### src/rtl/serial_word_feeder.sv
// ============================================================================
// serial_word_feeder
// Parallel-in/serial-out word feeder with a one-word holding register and
// per-word bit order, framing strobes for a downstream serial detector.
// Revision: 1.0
// ============================================================================
`default_nettype none

module serial_word_feeder #(
  parameter int W  = 4,
  parameter int CW = $clog2(W)  // derived from W; leave at default
) (
  input  logic         clk,
  input  logic         rst,
  input  logic [W-1:0] data_in,
  input  logic         msb_first,
  input  logic         load_valid,
  output logic         load_ready,
  output logic         ser_out,
  output logic         ser_valid,
  output logic         word_done,
  output logic         busy
);

  typedef enum logic [0:0] {
    S_IDLE  = 1'b0,
    S_SHIFT = 1'b1
  } state_t;

  state_t        r_state, w_state_n;
  logic [W-1:0]  r_sh, w_sh_n;
  logic          r_order, w_order_n;
  logic [CW-1:0] r_cnt, w_cnt_n;
  logic [W-1:0]  r_hold, w_hold_n;
  logic          r_hold_order, w_hold_order_n;
  logic          r_hold_full, w_hold_full_n;

  logic w_xfer;
  logic w_last;

  assign load_ready = !rst && !r_hold_full;
  assign w_xfer     = load_valid && load_ready;
  assign w_last     = (r_cnt == CW'(W - 1));

  // Outputs decode registered state only, so no input reaches ser_out/ser_valid.
  assign ser_valid = (r_state == S_SHIFT);
  assign ser_out   = (r_state == S_SHIFT) ? (r_order ? r_sh[W-1] : r_sh[0]) : 1'b0;
  assign word_done = (r_state == S_SHIFT) && w_last;
  assign busy      = (r_state == S_SHIFT) || r_hold_full;

  always_ff @(posedge clk or posedge rst) begin
    if (rst) begin
      r_state      <= S_IDLE;
      r_sh         <= '0;
      r_order      <= 1'b0;
      r_cnt        <= '0;
      r_hold       <= '0;
      r_hold_order <= 1'b0;
      r_hold_full  <= 1'b0;
    end else begin
      r_state      <= w_state_n;
      r_sh         <= w_sh_n;
      r_order      <= w_order_n;
      r_cnt        <= w_cnt_n;
      r_hold       <= w_hold_n;
      r_hold_order <= w_hold_order_n;
      r_hold_full  <= w_hold_full_n;
    end
  end

  always_comb begin
    w_state_n      = r_state;
    w_sh_n         = r_sh;
    w_order_n      = r_order;
    w_cnt_n        = r_cnt;
    w_hold_n       = r_hold;
    w_hold_order_n = r_hold_order;
    w_hold_full_n  = r_hold_full;

    case (r_state)
      S_IDLE: begin
        if (w_xfer) begin
          w_sh_n    = data_in;
          w_order_n = msb_first;
          w_cnt_n   = '0;
          w_state_n = S_SHIFT;
        end
      end

      S_SHIFT: begin
        if (w_last) begin
          // Held word has priority; load_ready is low whenever it is present.
          if (r_hold_full) begin
            w_sh_n        = r_hold;
            w_order_n     = r_hold_order;
            w_hold_full_n = 1'b0;
            w_cnt_n       = '0;
          end else if (w_xfer) begin
            w_sh_n    = data_in;
            w_order_n = msb_first;
            w_cnt_n   = '0;
          end else begin
            w_cnt_n   = '0;
            w_state_n = S_IDLE;
          end
        end else begin
          w_sh_n  = r_order ? (r_sh << 1) : (r_sh >> 1);
          w_cnt_n = r_cnt + CW'(1);
          if (w_xfer) begin
            w_hold_n       = data_in;
            w_hold_order_n = msb_first;
            w_hold_full_n  = 1'b1;
          end
        end
      end

      default: w_state_n = S_IDLE;
    endcase
  end

endmodule

`default_nettype wire

### config.mk
export PLATFORM = sky130hd
export DESIGN_NAME = serial_word_feeder
export DESIGN_NICKNAME = d
export VERILOG_FILES = /design/src/rtl/serial_word_feeder.sv
export SDC_FILE = /design/constraint.sdc
export NUM_CORES = 1
export LEC_CHECK = 0
export ABC_AREA = 0
export BUFFER_PORTS_ARGS = -buffer_cell sky130_fd_sc_hd__buf_2
export CAP_MARGIN = 20
export CORE_UTILIZATION = 41
export DETAILED_ROUTE_END_ITERATION = 16
export PLACE_DENSITY = 0.62
export SLEW_MARGIN = 20
export SYNTH_ARGS = -nofsm -noshare
export SYNTH_HDL_FRONTEND = slang
export SYNTH_SLANG_ARGS = --single-unit
### constraint.sdc
create_clock -name clk -period 3.84 [get_ports clk]
set_input_delay 0.768 -clock clk [delete_from_list [all_inputs] [get_ports clk]]
set_output_delay 0.768 -clock clk [all_outputs]
set_load 0.02 [all_outputs]
==> flow_metrics.env <==
export IMPL_ys_flop_type="dfrtp_1"
export IMPL_cap_violations=0
export IMPL_rsz0062_at_grt="false"
export IMPL_ios=13
export IMPL_status="completed"
export IMPL_tns_ns=0
export IMPL_synth_cell_types=33
export IMPL_cp_required_ns=3.07
export IMPL_synth_fp_nets=92
export IMPL_rr_startpoint="r_cnt[0]"
export IMPL_fin_skew_ns=0.00540
export IMPL_cts_sinks=14
export IMPL_grt_pass1_vias=573
export IMPL_insertion_delay_ns=0.28
export IMPL_clk_pin_slew_worst_paths_ns=0.08
export IMPL_die_y_um=46.8
export IMPL_relSlewSlack_pct=62.4
export IMPL_hold_start="r_cnt[0]"
export IMPL_cp_max_fo=17
export IMPL_syn_area_sq_um=822
export IMPL_yosys_top_cells_area="dfrtp_1 43%, mux2_2 9.6%, o21ai_0 4.9%"
export IMPL_period_minus_slack_ns=2.21
export IMPL_drc=0
export IMPL_criticalPathCategory="reg2out"
export IMPL_tritoncts="built"
export IMPL_final_antenna_net_count=0
export IMPL_antennaDiodeCount=0
export IMPL_crit_path_start="ser_valid"
export IMPL_worst_r2r_cell_count=4
export IMPL_first_pass_iters=4
export IMPL_synthArstFlopShare_pct=100
export IMPL_grt_pass1_wl_um=2730
export IMPL_antenna_found_initial=0
export IMPL_power_leakage_nw=0.395
export IMPL_synth_common_cells="14 x dfrtp_1, 8 x o21ai_0, 7 x mux2_2"
export IMPL_arrival_ns=1.44
export IMPL_h_tree_depth=1
export IMPL_synth_edf_count=0
export IMPL_clk_path_buf_depth=2
export IMPL_post_cts_buffers=0
export IMPL_crit_path_end_kind="output port"
export IMPL_grt_ovfl_total=0
export IMPL_cts_resized=0
export IMPL_gp_congestion=0.786
export IMPL_finalMaxSlewViolations=0
export IMPL_worst_pin_slew_ns=0.564
export IMPL_ir_drop_mv=0.414
export IMPL_ys_ff_latch=14
export IMPL_finalSetupViolations=0
export IMPL_whs_path_depth=1
export IMPL_io_buffers=12
export IMPL_wirelength_um=1590
export IMPL_yosysTopAreaCell="dfrtp_1"
export IMPL_place_ws_ns=1.93
export IMPL_dr_first_iter_drc_count=21
export IMPL_die_area_sq_um=2190
export IMPL_rows=15
export IMPL_grt_usage_pct=18.6
export IMPL_nNetsFinal=103
export IMPL_root_buffer="clkbuf_4"
export IMPL_min_period_over_period_pct=57.5
export IMPL_synth_top_area_share_pct=42.6
export IMPL_hp_class="reg2reg"
export IMPL_fmax_ghz=0.453
export IMPL_synthToLayoutAreaGrowth_pct=11.3
export IMPL_dp_hpwl_um=1150
export IMPL_start_util_pct=45.6
export IMPL_start_kind="flip-flop"
export IMPL_via_per_inst=5.37
export IMPL_syn_avg_cell_area_sq_um=9.90
export IMPL_hold_buffers=0
export IMPL_vias=634
export IMPL_synth_seq_area_share_pct=42.6
export IMPL_synthCells=83
export IMPL_powerDensity_nw_per_um2=808
export IMPL_fin_ws_ns=1.63
export IMPL_numCtsBuffers=3
export IMPL_layout_drive_gt1_share_pct=30.1
export IMPL_synth_most_common_cell="dfrtp_1"
export IMPL_grt_max_degree=19
export IMPL_avgRoutedWirePerCell_um=13.5
export IMPL_die_w_um=46.8
export IMPL_core_sq_um=1800
export IMPL_yosysWarnings=0
export IMPL_hold_viol_final=0
[power breakdown]
| part | leakage (nW) | internal [mW] | switching, mW | total [mW] |
|---|---|---|---|---|
| Sequential | 0.170 | 0.219 | 0.0987 | 0.318 |
| Combinational | 0.204 | 0.163 | 0.154 | 0.317 |
| Clock | 0.0210 | 0.0577 | 0.0465 | 0.104 |
[critical path, cell delays in order, from the launching register on]
cell and delay (ns):
dfrtp_1 0.66, inv_1 0.16, nor2_1 0.16, buf_2 0.18
[flip-flops by register name (all words and copies together) (netlist names)]
name / count
r_order: 1
ser_valid: 1
r_cnt: 2
r_hold_order: 1
r_sh: 4
r_hold: 4
r_hold_full: 1
[kinds of logic after synthesis]
family                     after synthesis  share of synthesized area, %
AOI/OAI and AO/OA                       23                          18.9
adders and majority gates                1                          1.52
buffers and inverters                    9                          5.63
DFF                                     14                          42.6
muxes                                    8                          10.8
and+or+nand+nor                         28                          20.5
[final cells by class]
class / instances / area, sq um
fill: 172 / 887
sequential: 14 / 350
timing repair buffer: 12 / 60.1
tap: 25 / 31.3
clock buffer: 4 / 36.3
multi-input combinational: 60 / 425
inverter: 3 / 11.3
[per-stage QoR]
stage	util (%)	power (mW)	cell area [sq um]	std cells	hold WS [ns]
finish	50.8	0.739	915	118	0.513
global route	50.8	0.799	915	118	0.541
CTS	50.8	0.744	915	118	0.516
detailed placement	48.8	0.637	878	114	0.499
global placement	48.8	0.632	878	114	0.489
floorplan	-	0.574	822	83	0.466
[path summary, 6_finish.rpt]
check,end,slack [ns]
worst min register to register,r_cnt[0],0.51
worst max-delay path,word_done,1.63
worst min-delay path,r_cnt[0],0.51
worst max register to register,r_hold[1],1.96
max in group asynchronous,r_hold_full,2.93
min in group asynchronous,ser_valid,0.55
[placed cells by master, fill, tap and decap left out, types with 2 or more instances in the layout]
master	n
nand2_1	4
o211ai_1	2
a21bo_2	2
inv_1	3
mux2_2	7
buf_2	12
nor2b_1	2
clkbuf_4	3
nand2b_1	4
o2bb2ai_1	4
o21ai_0	8
o21ai_1	2
nor2_1	6
dfrtp_1	14
nand3_1	2
nor3b_1	2
[routing by layer]
layer	track usage [%]	routed length [um]
met1	24.8	794
met2	27.5	728
met3	6.92	45
met4	6.86	19
met5	0	0
No activity file was read; power rests on OpenSTA's default activity.
